`config.mk`:
```
export PLATFORM = sky130hd
export DESIGN_NAME = ld_cell_sampler
export DESIGN_NICKNAME = d
export VERILOG_FILES = /design/src/rtl/ld_cell_sampler.sv
export SDC_FILE = /design/constraint.sdc
export NUM_CORES = 1
export LEC_CHECK = 0
export CAP_MARGIN = 10
export CORE_MARGIN = 2
export CORE_UTILIZATION = 42
export CTS_CLUSTER_DIAMETER = 100
export DETAILED_ROUTE_END_ITERATION = 12
export GPL_TIMING_DRIVEN = 1
export PLACE_DENSITY = 0.77
export SLEW_MARGIN = 5
export SYNTH_ARGS = -nofsm -noshare
export SYNTH_HDL_FRONTEND = slang
export SYNTH_SLANG_ARGS = --single-unit
```
`constraint.sdc`:
```
create_clock -name clk -period 2.7 [get_ports clk]
set_input_delay 0.27 -clock clk [delete_from_list [all_inputs] [get_ports clk]]
set_output_delay 0.27 -clock clk [all_outputs]
set_load 0.01 [all_outputs]
```
`src/rtl/ld_cell_sampler.sv`:
```
// Round-robin A2D sequencer: left load cell, right load cell, then battery via a 16-bit SPI master.
// A conversion is a channel command transaction followed by a read transaction; each round is started by the timer tick.
module ld_cell_sampler #(
  parameter bit fast_sim = 1'b0,
  parameter int PERIOD_W = 16
) (
  input  logic        clk,
  input  logic        rst_n,
  output logic        wrt,
  output logic [15:0] cmd,
  input  logic        done,
  input  logic [15:0] rd_data,
  output logic [11:0] lft_ld,
  output logic [11:0] rght_ld,
  output logic [11:0] batt,
  output logic        round_done
);

  localparam int TICK_W = fast_sim ? 10 : PERIOD_W;

  typedef enum logic [1:0] {
    S_IDLE     = 2'd0,
    S_WAIT_CMD = 2'd1,
    S_GAP      = 2'd2,
    S_WAIT_RD  = 2'd3
  } state_t;

  state_t              r_state;
  logic [1:0]          r_idx;
  logic [PERIOD_W-1:0] r_tmr;
  logic                r_wrt;
  logic [15:0]         r_cmd;
  logic [11:0]         r_lft;
  logic [11:0]         r_rght;
  logic [11:0]         r_batt;
  logic                r_round_done;
  logic                w_tick;

  // Channel command word: {2'b00, chnl, 11'h000}; idx 0/1/2 map to chnl 0/4/5.
  function automatic logic [15:0] chan_cmd(input logic [1:0] idx);
    logic [2:0] chnl;
    case (idx)
      2'd0:    chnl = 3'd0;
      2'd1:    chnl = 3'd4;
      default: chnl = 3'd5;
    endcase
    return {2'b00, chnl, 11'h000};
  endfunction

  // Free-running; the FSM only ever samples it, so the round period is independent of SPI latency.
  always_ff @(posedge clk or negedge rst_n) begin
    if (!rst_n) r_tmr <= '0;
    else        r_tmr <= r_tmr + 1'b1;
  end

  assign w_tick = &r_tmr[TICK_W-1:0];

  always_ff @(posedge clk or negedge rst_n) begin
    if (!rst_n) begin
      r_state      <= S_IDLE;
      r_idx        <= 2'd0;
      r_wrt        <= 1'b0;
      r_cmd        <= 16'h0000;
      r_lft        <= 12'h000;
      r_rght       <= 12'h000;
      r_batt       <= 12'h000;
      r_round_done <= 1'b0;
    end else begin
      r_wrt        <= 1'b0;
      r_round_done <= 1'b0;
      case (r_state)
        S_IDLE: begin
          if (w_tick) begin
            r_wrt   <= 1'b1;
            r_cmd   <= chan_cmd(r_idx);
            r_state <= S_WAIT_CMD;
          end
        end
        S_WAIT_CMD: begin
          if (done) r_state <= S_GAP;
        end
        S_GAP: begin
          r_wrt   <= 1'b1;
          r_cmd   <= 16'h0000;
          r_state <= S_WAIT_RD;
        end
        S_WAIT_RD: begin
          if (done) begin
            case (r_idx)
              2'd0:    r_lft  <= rd_data[11:0];
              2'd1:    r_rght <= rd_data[11:0];
              default: r_batt <= rd_data[11:0];
            endcase
            // Next conversion follows immediately; only the round start waits for the timer.
            if (r_idx < 2'd2) begin
              r_idx   <= r_idx + 2'd1;
              r_wrt   <= 1'b1;
              r_cmd   <= chan_cmd(r_idx + 2'd1);
              r_state <= S_WAIT_CMD;
            end else begin
              r_idx        <= 2'd0;
              r_round_done <= 1'b1;
              r_state      <= S_IDLE;
            end
          end
        end
        default: begin
          r_state <= S_IDLE;
          r_wrt   <= 1'b0;
        end
      endcase
    end
  end

  assign wrt        = r_wrt;
  assign cmd        = r_cmd;
  assign lft_ld     = r_lft;
  assign rght_ld    = r_rght;
  assign batt       = r_batt;
  assign round_done = r_round_done;

endmodule
```
==> qor.txt <==
Initial antenna violation count: 0
Final core occ: 57.3%
Core footprint: 5990 um^2
Crit path kind: reg2reg
Clk_lat worst skew: 320 ps
Area growth, synth to finish: 30.0%
Clk sinks: 60
Port bufs: 54
Remaining Overflow, GRT: 0
H-tree Lvls: 3
Post-synth EDFFs: 0
Sw Ratio: 20.2%
RSZ-0062 raised after global routing: false
Clock skew: 8.41 ps
DIE WIDTH: 83.3 um
Register bit count reported by yosys: 60
Hold WC Path Type: in2async
Initial DRC Count: 40
Leak pwr: 1.71 nW
Max cap viols: 0
GP Congestion: 0.764
Worst-path clk slew: 60 ps
Fin worst setup slack: 683 ps
Crit start category: flop
Power Total: 1.83 mW
First-pass GRT wire length: 8360 um
Fin. Hold Viols: 0
Seq pwr share: 49.1%
Largest net degree at the start of global routing: 61
Hold buffers post-CTS: 0
Clock Path Buffers: 2
Max-slew headroom: 49.7%
Root Buffer: clkbuf_8
Post-Synthesis Cell Area: 2640 um^2
Post-CTS resize count: 0
Post-DP HPWL: 3380 um
Synth Instances: 198
ANT nets after route: 0
Post-synth ARST share: 100%
CTS tree: yes
R2r endpoint: rght_ld[8]
Worst EP arrival: 2220 ps
Fmax achieved: 0.496 GHz
Worst R2R Setup Slack: 680 ps
NetSw: 0.370 mW
Nets: 291
Vias in the first global route: 1714
Initial core utilization: 44.0%
CP Max Fanout: 13
Num ports: 73
Cell total after placement: 325
Post-placement cell area: 3210 um^2
Worst-margin pin slew: 754 ps
DP Worst Slack: 628 ps
Vias: 1662
YS warnings: 0
Outcome: complete, no violations
TritonCTS Buffers: 9
Clock power frac: 48.1%
Post-layout min period: 2020 ps
Register area share after synthesis: 56.9%
Avg Inst Size Synth: 13.3 um^2
Routed WL: 4850 um
Worst setup EP type: flop
Post-CTS Setup Inserts: 0
Req. time, crit path: 2900 ps
Maximum VDD drop: 288 uV
Post-route cell area: 3430 um^2
Gr usage total: 15.1%
Fraction of layout cells with a size suffix above 1: 22.9%
P_int: 1.46 mW
Crit Reg-Reg Startpoint: r_state[0]
Comb pwr share: 2.8%
Max-slew violations: 0
DRT Pass-1 Iters: 4
# diodes: 0
Final setup vio count: 0
Setup TNS after final layout: 0 ps
Power per cell area: 534 nW/um^2
Most used flip-flop cell after synthesis: dfrtp_1
Final critical-path share of the clock period: 74.7%
Vias/cell: 4.87
WL per Instance: 14.2 um
Die Y: 83.3 um
Post-Layout Cell Count: 341
Worst hold slack: 89.2 ps
# rows: 28
R2R depth: 3
Distinct cell type count after synthesis: 33
Remaining DRCs: 0
Die area: 6930 um^2
[layout by cell type (no fill, tap or decap), types with 2 or more instances in the layout]
cell type | Yosys | layout
mux2_2 | 36 | 36
clkbuf_1 | 0 | 2
inv_1 | 6 | 6
clkbuf_8 | 1 | 10
conb_1 | 1 | 14
buf_4 | 14 | 3
mux2_1 | 3 | 3
ha_1 | 11 | 11
xor2_1 | 9 | 9
a21oi_2 | 2 | 2
and3_1 | 2 | 2
dfrtp_1 | 60 | 60
nand4_1 | 2 | 2
xnor2_1 | 5 | 5
clkdlybuf4s50_1 | 0 | 53
nand2_1 | 10 | 10
and4_1 | 2 | 2
nand3_1 | 5 | 5
nor2_1 | 10 | 10
bufinv_16 | 0 | 2
a21oi_1 | 2 | 2
[how the worst max path moves through the flow]
| stage | cells after the start | slack (ps) | start | end |
|---|---|---|---|---|
| floorplan | 5 | 960 | r_state[0] | lft_ld[10] |
| global placement | 3 | 660 | done | rght_ld[9] |
| detailed placement | 3 | 630 | done | rght_ld[8] |
| CTS | 3 | 650 | r_state[0] | rght_ld[8] |
| global route | 3 | 540 | r_state[0] | rght_ld[7] |
| finish | 3 | 680 | r_state[0] | rght_ld[8] |
[final cells by class]
cell class | instances | area (um^2)
Fill cell | 498 | 2560
Sequential cell | 60 | 1500
Multi-Input combinational cell | 127 | 1040
Timing Repair Buffer | 57 | 558
Clock buffer | 12 | 145
Tap cell | 75 | 93.8
Clock inverter | 4 | 72.6
Inverter | 6 | 22.5
[synth_stat cells, types with 2 or more instances]
| library cell | number | area [um^2] |
|---|---|---|
| inv_1 | 6 | 22.5 |
| and4_1 | 2 | 17.5 |
| buf_1 | 2 | 7.51 |
| buf_4 | 14 | 105 |
| a21oi_1 | 2 | 10.0 |
| nand3_1 | 5 | 25.0 |
| nand2_1 | 10 | 37.5 |
| nor2_1 | 10 | 37.5 |
| nor3_1 | 2 | 10.0 |
| dfrtp_1 | 60 | 1500 |
| and3_1 | 2 | 12.5 |
| xor2_1 | 9 | 78.8 |
| mux2_2 | 36 | 405 |
| mux2_1 | 3 | 33.8 |
| ha_1 | 11 | 138 |
| a21oi_2 | 2 | 17.5 |
| nand4_1 | 2 | 12.5 |
| xnor2_1 | 5 | 43.8 |
[layer usage]
metal	track usage, %	share of wire [%]
met1	19.2	44
met2	24.0	49
met3	4.97	5.4
met4	5.66	1.3
met5	0	0
[power by group through the flow]
| stage | Combinational (mW) | Sequential [mW] | Clock [mW] |
|---|---|---|---|
| after CTS | 0.0535 | 0.899 | 0.896 |
| final | 0.0520 | 0.899 | 0.881 |
| after floorplan | 0.0241 | 0.916 | 0 |
| after global placement | 0.0525 | 0.916 | 0 |
| after global routing | 0.0591 | 0.898 | 0.940 |
| after detailed placement | 0.0532 | 0.916 | 0 |
[flip-flops by register name (all words and copies together), names as in the netlist]
signal	flops
r_idx	2
batt	12
r_state	2
r_tmr	16
cmd	2
rght_ld	12
lft_ld	12
wrt	1
round_done	1
[worst max-delay path, cell delays in order, from the launching register on]
cell and delay, ps:
dfrtp_1 420, ha_1 380, nand3_1 600, mux2_2 490
[logic make-up (layout without fill, tap and decap cells)]
kind of cell               count (synthesis)  count (layout)  synth area share [%]
DFF                                       60              60                  56.9
muxes                                     39              39                  16.6
and+or+nand+nor                           38              38                  7.63
buffers and inverters                     24              79                  5.83
xor gates and xnor gates                  14              14                  4.65
adders and majority gates                 11              11                  5.22
AOI/OAI and AO/OA                         11              11                  2.99
other                                      1              14                 0.142
Power figures use the tool's default switching activity.
